`src/rtl/uart_rx_fifo_pkg.sv`:
```
// Shared UART receive-path constants and the FIFO operation encoding.
package uart_rx_fifo_pkg;

   localparam int unsigned UART_DEPTH_LOG2 = 4;
   localparam int unsigned UART_DATA_W     = 8;
   localparam logic [7:0]  UART_IDLE_BYTE  = 8'h00;

   // Bit 1 = accepted write, bit 0 = accepted read.
   typedef enum logic [1:0] {
      OP_IDLE = 2'b00,
      OP_POP  = 2'b01,
      OP_PUSH = 2'b10,
      OP_BOTH = 2'b11
   } fifo_op_e;

endpackage

```
`src/rtl/uart_fifo_mem.sv`:
```
// FIFO storage: synchronous write port, asynchronous read port, no reset on contents.
module uart_fifo_mem #(
   parameter int unsigned AW = 4,
   parameter int unsigned DW = 8
) (
   input  logic          clk_i,
   input  logic          we_i,
   input  logic [AW-1:0] waddr_i,
   input  logic [DW-1:0] wdata_i,
   input  logic [AW-1:0] raddr_i,
   output logic [DW-1:0] rdata_o
);

   logic [DW-1:0] mem_q [2**AW];

   always_ff @(posedge clk_i) begin
      if (we_i) begin
         mem_q[waddr_i] <= wdata_i;
      end
   end

   assign rdata_o = mem_q[raddr_i];

endmodule

```
`src/rtl/uart_rx_fifo.sv`:
```
// Receive FIFO between the UART receiver and the CPU: pointers, count, sticky overrun, irq.
module uart_rx_fifo
   import uart_rx_fifo_pkg::*;
#(
   parameter int unsigned DEPTH_LOG2 = UART_DEPTH_LOG2,
   parameter int unsigned DATA_W     = UART_DATA_W
) (
   input  logic                clk_i,
   input  logic                rst_n_i,
   input  logic [DATA_W-1:0]   din_i,
   input  logic                wr_stb_i,
   input  logic                rd_stb_i,
   input  logic                clr_ovr_stb_i,
   output logic [DATA_W-1:0]   dout_o,
   output logic                empty_o,
   output logic                full_o,
   output logic [DEPTH_LOG2:0] count_o,
   output logic                overrun_o,
   output logic                irq_o
);

   localparam int unsigned        CNT_W    = DEPTH_LOG2 + 1;
   localparam logic [CNT_W-1:0]   FULL_CNT = CNT_W'(2**DEPTH_LOG2);

   logic [DEPTH_LOG2-1:0] rptr_q, rptr_d;
   logic [DEPTH_LOG2-1:0] wptr_q, wptr_d;
   logic [CNT_W-1:0]      count_q, count_d;
   logic                  ovr_q, ovr_d;
   logic                  empty, full;
   logic                  rd_acc, wr_acc, drop;
   logic [DATA_W-1:0]     rdata;
   fifo_op_e              op;

   assign empty = (count_q == '0);
   assign full  = (count_q == FULL_CNT);

   // A pop in the same cycle frees the slot, so a write while full is still taken.
   assign rd_acc = rd_stb_i & ~empty;
   assign wr_acc = wr_stb_i & (~full | rd_acc);
   assign drop   = wr_stb_i & full & ~rd_acc;

   always_comb begin
      op      = fifo_op_e'({wr_acc, rd_acc});
      rptr_d  = rptr_q;
      wptr_d  = wptr_q;
      count_d = count_q;
      case (op)
         OP_PUSH: begin
            wptr_d  = wptr_q + DEPTH_LOG2'(1);
            count_d = count_q + CNT_W'(1);
         end
         OP_POP: begin
            rptr_d  = rptr_q + DEPTH_LOG2'(1);
            count_d = count_q - CNT_W'(1);
         end
         OP_BOTH: begin
            wptr_d  = wptr_q + DEPTH_LOG2'(1);
            rptr_d  = rptr_q + DEPTH_LOG2'(1);
         end
         default: ;
      endcase
      ovr_d = drop | (ovr_q & ~clr_ovr_stb_i);
   end

   always_ff @(posedge clk_i) begin
      if (!rst_n_i) begin
         rptr_q  <= '0;
         wptr_q  <= '0;
         count_q <= '0;
         ovr_q   <= 1'b0;
      end else begin
         rptr_q  <= rptr_d;
         wptr_q  <= wptr_d;
         count_q <= count_d;
         ovr_q   <= ovr_d;
      end
   end

   uart_fifo_mem #(
      .AW (DEPTH_LOG2),
      .DW (DATA_W)
   ) u_mem (
      .clk_i   (clk_i),
      .we_i    (wr_acc),
      .waddr_i (wptr_q),
      .wdata_i (din_i),
      .raddr_i (rptr_q),
      .rdata_o (rdata)
   );

   // Stale storage stays hidden: the head is forced to the idle byte when empty.
   assign dout_o    = empty ? DATA_W'(UART_IDLE_BYTE) : rdata;
   assign empty_o   = empty;
   assign full_o    = full;
   assign count_o   = count_q;
   assign overrun_o = ovr_q;
   assign irq_o     = ~empty | ovr_q;

endmodule

```
`config.mk`:
```
export PLATFORM = sky130hd
export DESIGN_NAME = uart_rx_fifo
export DESIGN_NICKNAME = d
export VERILOG_FILES = /design/src/rtl/uart_rx_fifo_pkg.sv /design/src/rtl/uart_fifo_mem.sv /design/src/rtl/uart_rx_fifo.sv
export SDC_FILE = /design/constraint.sdc
export NUM_CORES = 1
export LEC_CHECK = 0
export ABC_CLOCK_PERIOD_IN_PS = 3800
export BUFFER_PORTS_ARGS = -buffer_cell sky130_fd_sc_hd__buf_2
export CAP_MARGIN = 20
export CORE_MARGIN = 3
export CORE_UTILIZATION = 55
export CTS_CLUSTER_DIAMETER = 200
export DETAILED_ROUTE_END_ITERATION = 7
export GPL_ROUTABILITY_DRIVEN = 0
export PLACE_DENSITY = 0.77
export SLEW_MARGIN = 20
export SYNTH_ARGS = -nofsm -noshare
export SYNTH_HDL_FRONTEND = slang
export SYNTH_SLANG_ARGS = --single-unit
```
`constraint.sdc`:
```
create_clock -name clk_i -period 3.8 [get_ports clk_i]
set_input_delay 1.14 -clock clk_i [delete_from_list [all_inputs] [get_ports clk_i]]
set_output_delay 1.14 -clock clk_i [all_outputs]
set_load 0.005 [all_outputs]
```
==> impl_results.md, run 1 <==
* Run status: complete, no violations
* Via count of the first global-routing pass at 3,345
* Share of the synthesized area in the top cell type at about 64%
* Crit end category: output port
* Half-perimeter wire length after placement at approximately 7300 um
* Via density per instance at roughly 6.1
* Net switching component of the power at between 1 and 1.5 mW
* Antenna-violating nets left at 0
* Sequential cell fraction of total power at approximately two fifths
* Placed instance count at 497
* Worst clock skew at approximately 8.6 ps
* Initial antenna violation count at 0
* Cell Area, Synth at roughly 0.006 mm2
* CTS sink cnt at approximately 150
* Final setup violation count at 0
* Number of enable flip-flop cells after synthesis at 128
* Tot GR Track Use at 20.49%
* Die extent in x at 110.5 um
* Routed vias at between 3,000 and 4,000
* Post-CTS clock slew at the launch and capture registers of the worst setup and hold paths at approximately 60 ps
* Predominant post-synthesis flop cell: edfxtp_1
* Power density over the cells at between 600 and 700 mW/mm2
* Crit path time final at ~3600 ps
* Clock insertion delay at the later pin of the skew report at approximately 520 ps
* Number of max-slew violations in the final report at 0
* Maximum resistive drop on vdd at about 400 uV
* Library cell appearing most often on the critical path: a211oi_1
* Cell variety after synth at 39
* Clock root buffer: clkbuf_8
* Post-route setup slack at 175.5 ps
* Number of warnings issued by yosys at 0
* Area growth from synthesis to layout at 16.24%
* Post-route fraction of the period consumed by the critical path at a little over nine tenths
* Total routed wirelength at 11,750 um
* Post-synthesis cell type with the largest combined area: edfxtp_1
* Leakage power at 2.334 nW
* RSZ-0062 raised after global routing: no
* Violation count after the first detailed-route iteration at 235
* Most frequent cells after synthesis: edfxtp_1 (128), mux4_2 (32), a211oi_1 (18), dfxtp_1 (18), nor2_1 (17)
* Hold buffer count at cts at 0
* Global-route wire length before repair at 18,640 um
* Site row count at 37
* CP Class: flop to output port
* Largest net degree at the start of global routing at 33
* Clock buffers created by TritonCTS at 17
* Floorplan die area at between 0.01 and 0.015 mm2
* Most used standard cell by instance count after synthesis: edfxtp_1
* Ratio of cells with drive above 1 in the final layout at ~29%
* Peak per-stage delay on the critical path at approximately 540 ps
* Hold violation count in the final report at 0
* Worst Setup Slack post-DPL at roughly 580 ps
* Routed WL per cell at between 20 and 25 um
* Maximum clock insertion buffer count at 2
* CP Data Required Time at between 2000 and 3000 ps
* Switching part of the total at 27.05%
* Slew at the pin closest to its max-slew limit at around 840 ps
* Maximum fanout along the worst path at 9
* Setup_tns at 0 ps
* Biggest area contributors in the synthesized netlist: edfxtp_1 (64%), mux4_2 (12%), dfxtp_1 (6.0%)
* Number of flip-flops and latches in the synthesized netlist at about 150
* Worst hold margin at 520.5 ps
* Path type of the worst min-delay path: flop to flop
* Area of the placeable core at around 0.010 mm2
* Mean cell area of the mapped netlist at roughly 18 um2
* TritonCTS clock tree: yes
* Total inserted antenna cells at 0
* Count of cells resized by post-cts repair at 0
* Total of buffers placed on input and output ports at 29
* Residual overflow from global routing at 0
* Internal Pwr Total at about 3.4 mW
* Non-filler instance count after layout at approximately 530
* Net Count, Synth at 360
* Max frequency at between 200 and 300 MHz
* Comb power frac at approximately a fifth
* Type of element launching the critical path: flop
* Setup Fix Bufs, Post-CTS at 0
* Post-route total power at between 4 and 5 mW
* Floorplan die height at between 100 and 150 um
* Post-synthesis sequential area ratio at about 70%
* Number of maximum-capacitance violations at 0
* First drt pass iteration count at 4
* Standard cell with the maximum stage delay on the critical path: mux4_2
* Share of total power in the clock network at 37.7%
* H-tree depth at 4
* # nets final at ~400
* DRC at 0
* Boundary Pins at 30
* Cells traversed along the worst timing path: buf_4 -> mux4_2 -> nor2b_1 -> a211oi_1 -> a211oi_1 -> buf_2
* Data arrival at the endpoint of the critical path at ~2500 ps
* Initial Utilization at 57.35%
* Share of synthesized flip-flops with an asynchronous set or reset at 0%
* Cells after Synth at 338
* Normalized max-slew margin at between 40% and 50%
-- cells in the final DEF, fill, tap and decap left out, types with 5 or more instances in the layout --
cell / netlist / final
nor2_1: 17 / 17
mux4_2: 32 / 32
nand2b_1: 5 / 5
nand2_1: 12 / 12
buf_2: 6 / 29
mux2i_1: 15 / 15
dfxtp_1: 18 / 17
inv_1: 8 / 8
edfxtp_1: 128 / 128
nand3_1: 5 / 5
inv_6: 0 / 5
nor2b_1: 12 / 12
and2_1: 6 / 6
nor3_1: 5 / 5
buf_4: 0 / 12
a211oi_1: 18 / 18
clkbuf_16: 0 / 16
ha_1: 8 / 8
-- worst max-delay path, delay by kind of cell (launching register included) --
family,cells,cell delay [ps]
mux,1,540
flops,1,500
buf+inv,2,440
compound gates,2,320
simple gates,1,160
-- logic make-up (layout without fill, tap and decap cells) --
logic type / Yosys count / after routing / share of synthesized area, %
adders and majority gates: 9 / 9 / 2.002
and+or+nand+nor: 69 / 69 / 6.026
AOI/OAI and AO/OA: 34 / 34 / 4.671
muxes: 47 / 47 / 14.51
xor gates and xnor gates: 5 / 5 / 0.7297
buffers and inverters: 28 / 83 / 2.002
DFF: 146 / 146 / 70.06
-- state kept, by name, summed over array words and instances, names as in the netlist, named ones only --
register,cells
rptr_q,4
wptr_q,4
overrun_o,1
u_mem.mem_q,128
count_o,5
-- final timing paths --
kind                   start    endpoint  slack (ps)  depth (start not counted)
setup / recovery        flop   dout_o[3]         180                          6
hold / removal     wptr_q[1]   wptr_q[1]         520                          2
setup reg to reg  count_o[0]  count_o[4]        1070                          8
hold reg to reg    wptr_q[1]   wptr_q[1]         520                          2
-- final cells by class --
cell class	instances	area, um2
sequential	146	4205
fill	718	3487
multi-input combinational	164	1677
clock buffer	18	417.9
timing repair buffer	43	275.3
clock inverter	14	200.2
tap	136	170.2
inverter	8	30.03
-- per-layer routing --
layer | GRT usage, % | part of all wire (%) | vias up | wire (um)
met5 | 0 | 0 | - | 0
met4 | 8.867 | 2.9 | 0 | 340
met3 | 4.877 | 5.3 | 27 | 626
met2 | 34.59 | 53 | 109 | 6262
met1 | 25.37 | 38 | 1637 | 4523
li1 | - | - | 1430 | -
-- power groups by stage --
| stage | Clock [mW] | Combinational, mW | Sequential, mW |
|---|---|---|---|
| after global placement | 0 | 0.962 | 1.91 |
| final | 1.73 | 0.984 | 1.88 |
| after detailed placement | 0 | 0.988 | 1.92 |
| after floorplan | 0 | 0.695 | 1.88 |
| after CTS | 1.75 | 1.00 | 1.88 |
| after global routing | 1.82 | 1.07 | 1.89 |
-- per-stage QoR --
step                      utilization [%]  area (um2)
after floorplan                         -        6001
after global placement              60.76        6357
after detailed placement            60.76        6357
after CTS                           66.67        6975
after global routing                66.67        6975
final                               66.67        6975
No activity file was read; power rests on OpenSTA's default activity.
==> inputs of run 2 (changes only) <==
--- a/config.mk
+++ b/config.mk
@@ -6,7 +6,7 @@
 export NUM_CORES = 1
 export LEC_CHECK = 0
 export ABC_CLOCK_PERIOD_IN_PS = 3800
-export BUFFER_PORTS_ARGS = -buffer_cell sky130_fd_sc_hd__buf_2
+export BUFFER_PORTS_ARGS = -buffer_cell sky130_fd_sc_hd__buf_4
 export CAP_MARGIN = 20
 export CORE_MARGIN = 3
 export CORE_UTILIZATION = 55
==> run 2 against run 1 <==
Non-clock buffer count unchanged. Highest routed layer unchanged. Combinational power grew 8%. Count of clock-buffer cells in the layout is 2 higher. Largest cell class unchanged. Clock skew shrank 2.4 ps. Critical path depth stayed put. Final cell count unchanged.
==> impl_results.md, run 2 (synthesis gave the netlist of run 1 again) <==
* Run status: complete, no violations
* Clock root buffer: clkbuf_8
* TritonCTS clock tree: yes
* Non-filler instance count after layout at 529 (unchanged)
* CP Class: flop to output port
* Worst clock skew at 6.208 ps (-2.432 ps)
* Placed instance count at 497 (unchanged)
* Crit end category: output port
* Hold buffer count at cts at 0 (unchanged)
* Crit path time final at 3586 ps (-38.18 ps)
* Initial antenna violation count at 0 (unchanged)
* Path type of the worst min-delay path: flop to flop
* Largest net degree at the start of global routing at 33 (unchanged)
* Boundary Pins at 30 (unchanged)
* Maximum clock insertion buffer count at 2 (unchanged)
* Half-perimeter wire length after placement at 7180 um (-1.5%)
* Post-CTS clock slew at the launch and capture registers of the worst setup and hold paths at 60 ps (about the same)
* Internal Pwr Total at 3.247 mW (-3.2%)
* Floorplan die area at 0.01220 mm2 (unchanged)
* Die extent in x at 110.5 um (unchanged)
* Violation count after the first detailed-route iteration at 215 (-8.5%)
* Number of maximum-capacitance violations at 0 (unchanged)
* H-tree depth at 4 (unchanged)
* Total of buffers placed on input and output ports at 29 (unchanged)
* Routed vias at 3,083 (-3.7%)
* DRC at 0 (unchanged)
* Floorplan die height at 110.5 um (unchanged)
* Final setup violation count at 0 (unchanged)
* Hold Path Depth at 2 (unchanged)
* Final core area utilization at 66.75% (+0.084 points)
* Area of combinational cells with multiple inputs at 0.001677 mm2 (unchanged)
* Data arrival at the endpoint of the critical path at 2450 ps (-30 ps)
* Total inserted antenna cells at 0 (unchanged)
* Worst Reg-to-Reg Cells at 8 (unchanged)
* Via density per instance at 5.828 (-3.7%)
* Largest register FFs at 128 (unchanged)
* Area growth from synthesis to layout at 16.39%
* RSZ-0062 raised after global routing: no
* Maximum resistive drop on vdd at 591.8 uV (+50%)
* Residual overflow from global routing at 0 (unchanged)
* CTS sink cnt at 146 (unchanged)
* CP Data Required Time at 2660 ps (about the same)
* Max frequency at 278.8 MHz (+1.1%)
* First drt pass iteration count at 4 (unchanged)
* Most frequent standard cell in the layout excluding fill and tap cells: edfxtp_1
* Power density over the cells at 638.6 mW/mm2 (-3.1%)
* Switching part of the total at 27.21% (+0.16 points)
* Area of the placeable core at 0.01046 mm2 (unchanged)
* Register bank with the most flops: u_mem.mem_q
* Clock insertion delay at the later pin of the skew report at 500 ps (-20 ps)
* Maximum fanout along the worst path at 7 (-2)
* Share of total power in the clock network at 34.1% (-3.6 points)
* Ratio of cells with drive above 1 in the final layout at 28.75% (unchanged)
* Type of element launching the critical path: flop
* Net switching component of the power at 1.214 mW (-2.4%)
* Total routed wirelength at 11,410 um (-2.9%)
* Normalized max-slew margin at 36.70% (-7.3 points)
* Initial Utilization at 57.35% (unchanged)
* Clock buffers created by TritonCTS at 17 (unchanged)
* Global-route wire length before repair at 18,080 um (-3.0%)
* Register area at 0.004205 mm2 (unchanged)
* Antenna-violating nets left at 0 (unchanged)
* Site row count at 37 (unchanged)
* Filler cell count at 714 (-0.56%)
* Setup_tns at 0 ps (unchanged)
* Post-route total power at 4.460 mW (-3.0%)
* Tot GR Track Use at 19.74% (-0.75 points)
* Setup Fix Bufs, Post-CTS at 0 (unchanged)
* Hold violation count in the final report at 0 (unchanged)
* Leakage power at 2.315 nW (-0.80%)
* Post-route fraction of the period consumed by the critical path at 94.38% (-1.0 points)
* Routed WL per cell at 21.58 um (-2.9%)
* Count of cells resized by post-cts repair at 0 (unchanged)
* Via count of the first global-routing pass at 3,290 (-1.6%)
* Sequential cell fraction of total power at 42.1% (+1.1 points)
* Slew at the pin closest to its max-slew limit at 946.0 ps (+109.7 ps)
* Number of max-slew violations in the final report at 0 (unchanged)
* Comb power frac at 23.8% (+2.4 points)
* Highest-count cells in the layout ignoring fill and taps: edfxtp_1 (128), buf_4 (41), mux4_2 (32)
* # nets final at 402 (unchanged)
## run 2: cell types whose count changed in the layout (fill, tap and decap cells not counted)
cell | before | now
buf_4 | 12 | 41
inv_6 | 5 | 2
clkbuf_8 | 1 | 3
clkinv_2 | 1 | 3
bufinv_16 | 4 | 1
buf_2 | 29 | 0
clkinvlp_4 | 3 | 5
## run 2: power groups by stage
| stage | logic [mW] | clock network (mW) | registers (mW) |
|---|---|---|---|
| CTS | 1.07 | 1.55 | 1.88 |
| global placement | 1.05 | 0 | 1.91 |
| finish | 1.06 | 1.52 | 1.88 |
| floorplan | 0.695 | 0 | 1.88 |
| detailed placement | 1.07 | 0 | 1.91 |
| global route | 1.15 | 1.62 | 1.89 |
## run 2: per-layer routing
| layer | global-route usage, % | wire, um | up-vias |
|---|---|---|---|
| li1 | - | - | 1422 |
| met1 | 25.72 | 4811 | 1565 |
| met2 | 32.08 | 5848 | 90 |
| met3 | 5.589 | 649 | 6 |
| met4 | 6.979 | 105 | 0 |
| met5 | 0 | 0 | - |
## run 2: critical path, stage by stage, from the launching register on
cell and delay, ps:
dfxtp_2 430, buf_4 240, mux4_2 520, nor2b_1 150, a211oi_1 330, a211oi_1 90, buf_4 170
## run 2: per-stage QoR
stage	setup WS [ps]	hold slack (ps)	area [um2]
4_1_cts	144.6	521.3	6984
2_1_floorplan	596.7	481.4	6001
3_5_place_dp	682.7	513.2	6430
6_report	213.7	522.6	6984
3_3_place_gp	729.3	508.8	6430
5_1_grt	18.10	559.6	6984
## run 2: path summary, 6_finish.rpt
kind	startpoint	endpoint	slack, ps
worst max-delay path	flop	dout_o[5]	210
worst min-delay path	wptr_q[1]	wptr_q[1]	520
worst max register to register	count_o[0]	count_o[4]	1100
worst min register to register	wptr_q[1]	wptr_q[1]	520
## run 2: cell type report
type	instances	area share, %
Timing Repair Buffer	43	4.980
Tap cell	136	2.436
Clock buffer	20	6.378
Sequential cell	146	60.21
Clock inverter	12	1.559
Multi-Input combinational cell	164	24.01
Inverter	8	0.4300
==> inputs of run 3 (changes only) <==
--- a/config.mk
+++ b/config.mk
@@ -5,6 +5,7 @@
 export SDC_FILE = /design/constraint.sdc
 export NUM_CORES = 1
 export LEC_CHECK = 0
+export ABC_AREA = 1
 export ABC_CLOCK_PERIOD_IN_PS = 3800
 export BUFFER_PORTS_ARGS = -buffer_cell sky130_fd_sc_hd__buf_4
 export CAP_MARGIN = 20
==> constraint.sdc (replaced) <==
create_clock -name clk_i -period 3.8 [get_ports clk_i]
set_input_delay 0.19 -clock clk_i [delete_from_list [all_inputs] [get_ports clk_i]]
set_output_delay 0.19 -clock clk_i [all_outputs]
set_load 0.005 [all_outputs]
==> run 3 against run 2 <==
Die area increased by 2.4%. Register-to-register slack improved by 580 ps. Global-route usage increased by 3.4 points. Non-clock buffer count decreased by 4. Sequential share of layout area decreased by 1.0 points. First-iteration DRC count increased by 110%. Fmax increased by 22%. Synthesized cell count increased by 64%. Count of clock-buffer cells in the layout decreased by 3. Area after synthesis increased by 2.6%. Via count increased by 40%. Largest power group unchanged. Final cell count increased by 40%.
==> impl_results.md, run 3 <==
* Run status: complete, no violations
* Hold violation count in the final report at 0 (unchanged)
* Post-route total power at 5.068 mW (+14%)
* Share of the synthesized area in the top cell type at 62.45% (-1.6 points)
* Initial antenna violation count at 0 (unchanged)
* Peak per-stage delay on the critical path at 590 ps (+70 ps)
* First drt pass iteration count at 5 (+1)
* Worst clock skew at 8.524 ps (+2.316 ps)
* Total of buffers placed on input and output ports at 29 (unchanged)
* Cell variety after synth at 29 (-26%)
* Slew at the pin closest to its max-slew limit at 1080 ps (+133.8 ps)
* DRC at 0 (unchanged)
* # nets final at 611 (+52%)
* Path type of the worst min-delay path: input port to flop
* Placed instance count at 698 (+40%)
* Share of synthesized flip-flops with an asynchronous set or reset at 0% (unchanged)
* Max frequency at 340.7 MHz (+22%)
* RSZ-0062 raised after global routing: no
* Setup Fix Bufs, Post-CTS at 0 (unchanged)
* Antenna-violating nets left at 0 (unchanged)
* Post-CTS clock slew at the launch and capture registers of the worst setup and hold paths at 60 ps (about the same)
* Post-synthesis cell type with the largest combined area: edfxtp_1
* Post-route fraction of the period consumed by the critical path at 77.24% (-17 points)
* Type of element launching the critical path: flop
* Routed WL per cell at 18.77 um (-13%)
* Crit path time final at 2935 ps (-651.3 ps)
* Hold buffer count at cts at 7 (+7)
* H-tree depth at 4 (unchanged)
* Number of warnings issued by yosys at 0 (unchanged)
* Area growth from synthesis to layout at 15.41%
* Predominant post-synthesis flop cell: edfxtp_1
* Mean cell area of the mapped netlist at 11.09 um2 (-38%)
* Data arrival at the endpoint of the critical path at 2750 ps (+300 ps)
* Non-filler instance count after layout at 738 (+40%)
* Clock insertion delay at the later pin of the skew report at 530 ps (+30 ps)
* Maximum resistive drop on vdd at 520.0 uV (-12%)
* Worst Setup Slack post-DPL at 1453 ps (+770.1 ps)
* Biggest area contributors in the synthesized netlist: edfxtp_1 (62%), nand2_1 (11%), nand3_1 (8.7%)
* Half-perimeter wire length after placement at 8490 um (+18%)
* Standard cell with the maximum stage delay on the critical path: inv_1
* Number of maximum-capacitance violations at 0 (unchanged)
* Met3 Wirelength at 1401 um (+120%)
* Net Count, Synth at 577 (+60%)
* Setup_tns at 0 ps (unchanged)
* Most used standard cell by instance count after synthesis: nand2_1
* Number of max-slew violations in the final report at 0 (unchanged)
* Normalized max-slew margin at 27.94% (-8.8 points)
* Initial Utilization at 58.05% (+0.70 points)
* Final setup violation count at 0 (unchanged)
* Cells after Synth at 555 (+64%)
* Global-route wire length before repair at 22,030 um (+22%)
* Post-route setup slack at 865.0 ps (+651.3 ps)
* Cells traversed along the worst timing path: buf_4 -> inv_1 -> nand3_1 -> nand3_1 -> nand2_1 -> nand2_1 -> a21oi_1 -> buf_4
* Met2 Routed Length at 6653 um (+14%)
* Leakage power at 2.694 nW (+16%)
* Floorplan die height at 111.8 um (+1.2%)
* Crit end category: output port
* TritonCTS clock tree: yes
* Power density over the cells at 713.4 mW/mm2 (+12%)
* Violation count after the first detailed-route iteration at 456 (+110%)
* CP Data Required Time at 3610 ps (+950 ps)
* Ratio of cells with drive above 1 in the final layout at 12.96% (-16 points)
* Largest register FFs at 128 (unchanged)
* Number of flip-flops and latches in the synthesized netlist at 146 (unchanged)
* Largest net degree at the start of global routing at 65 (+97%)
* Maximum clock insertion buffer count at 2 (unchanged)
* Clock root buffer: clkbuf_8
* Register bank with the most flops: u_mem.mem_q
* Cell Area, Synth at 0.006155 mm2 (+2.6%)
* Most frequent cells after synthesis: nand2_1 (181), edfxtp_1 (128), nand3_1 (107)
* Total inserted antenna cells at 0 (unchanged)
* Count of cells resized by post-cts repair at 0 (unchanged)
* Worst hold margin at 20.64 ps (-501.9 ps)
* Boundary Pins at 30 (unchanged)
* Wire length the detailed router placed on met1 at 5431 um (+13%)
* Residual overflow from global routing at 0 (unchanged)
* CTS sink cnt at 146 (unchanged)
* Total routed wirelength at 13,850 um (+21%)
* Post-synthesis sequential area ratio at 68.31% (-1.8 points)
* Number of enable flip-flop cells after synthesis at 128 (unchanged)
* Uppermost layer routed: met4
* Floorplan die area at 0.01250 mm2 (+2.4%)
* CP Class: flop to output port
* Area of the placeable core at 0.01060 mm2 (+1.3%)
* Maximum fanout along the worst path at 33 (+26)
* Routed vias at 4,316 (+40%)
* Most frequent standard cell in the layout excluding fill and tap cells: nand2_1
* Site row count at 37 (unchanged)
* Clock buffers created by TritonCTS at 17 (unchanged)
* Via count of the first global-routing pass at 4,150 (+26%)
* Tot GR Track Use at 23.12% (+3.4 points)
* Die extent in x at 111.8 um (+1.2%)
* Highest-count cells in the layout ignoring fill and taps: nand2_1 (181), edfxtp_1 (128), nand3_1 (107)
* Via density per instance at 5.848 (+0.35%)
-- run 3: cell families after synthesis --
logic type | count (synthesis) | share of synthesized area, %
adder cells (fa/ha/maj) | 9 | 1.952
flip-flops | 146 | 68.31
buffers and inverters | 46 | 3.842
XOR/XNOR | 4 | 0.5693
AND/OR/NAND/NOR | 319 | 22.48
AO/OA/AOI/OAI | 31 | 2.846
-- run 3: final timing paths --
kind	start	endpoint	slack (ps)	cells after the start
setup / recovery	flop	dout_o[4]	860	8
hold / removal	wr_stb_i	wptr_q[0]	20	3
setup reg to reg	count_o[2]	count_o[4]	1680	11
hold reg to reg	rptr_q[2]	rptr_q[2]	480	2
-- run 3: report_power, final --
group / switching, mW / leakage, nW / total (mW) / internal, mW
registers: 0.0608 / 1.30 / 1.88 / 1.82
clock network: 0.626 / 0.289 / 1.69 / 1.06
logic: 0.967 / 1.10 / 1.50 / 0.533
-- run 3: layer usage --
| layer | vias to the layer above | global-route usage [%] |
|---|---|---|
| li1 | 1986 | - |
| met1 | 2039 | 31.24 |
| met2 | 251 | 36.33 |
| met3 | 40 | 5.652 |
| met4 | 0 | 9.246 |
| met5 | - | 0 |
-- run 3: cell type report --
cell class                 count  area [um2]
clock inverter                15       191.4
fill                         734        3498
tap                          136       170.2
clock buffer                  17       414.1
timing repair buffer          39       322.8
inverter                      22       85.08
sequential                   146        4205
multi-input combinational    363        1714
-- run 3: critical path: cells and delay by family, from the launching register on --
family	cells	cell delay [ps]
flops	1	310
compound gates	1	190
simple gates	4	590
buf+inv	3	1100
-- run 3: per-stage QoR --
step                utilization (%)  instance area, um2
floorplan                         -                6155
finish                        67.00                7103
global placement              60.44                6407
detailed placement            60.44                6407
global route                  67.00                7103
CTS                           66.81                7083
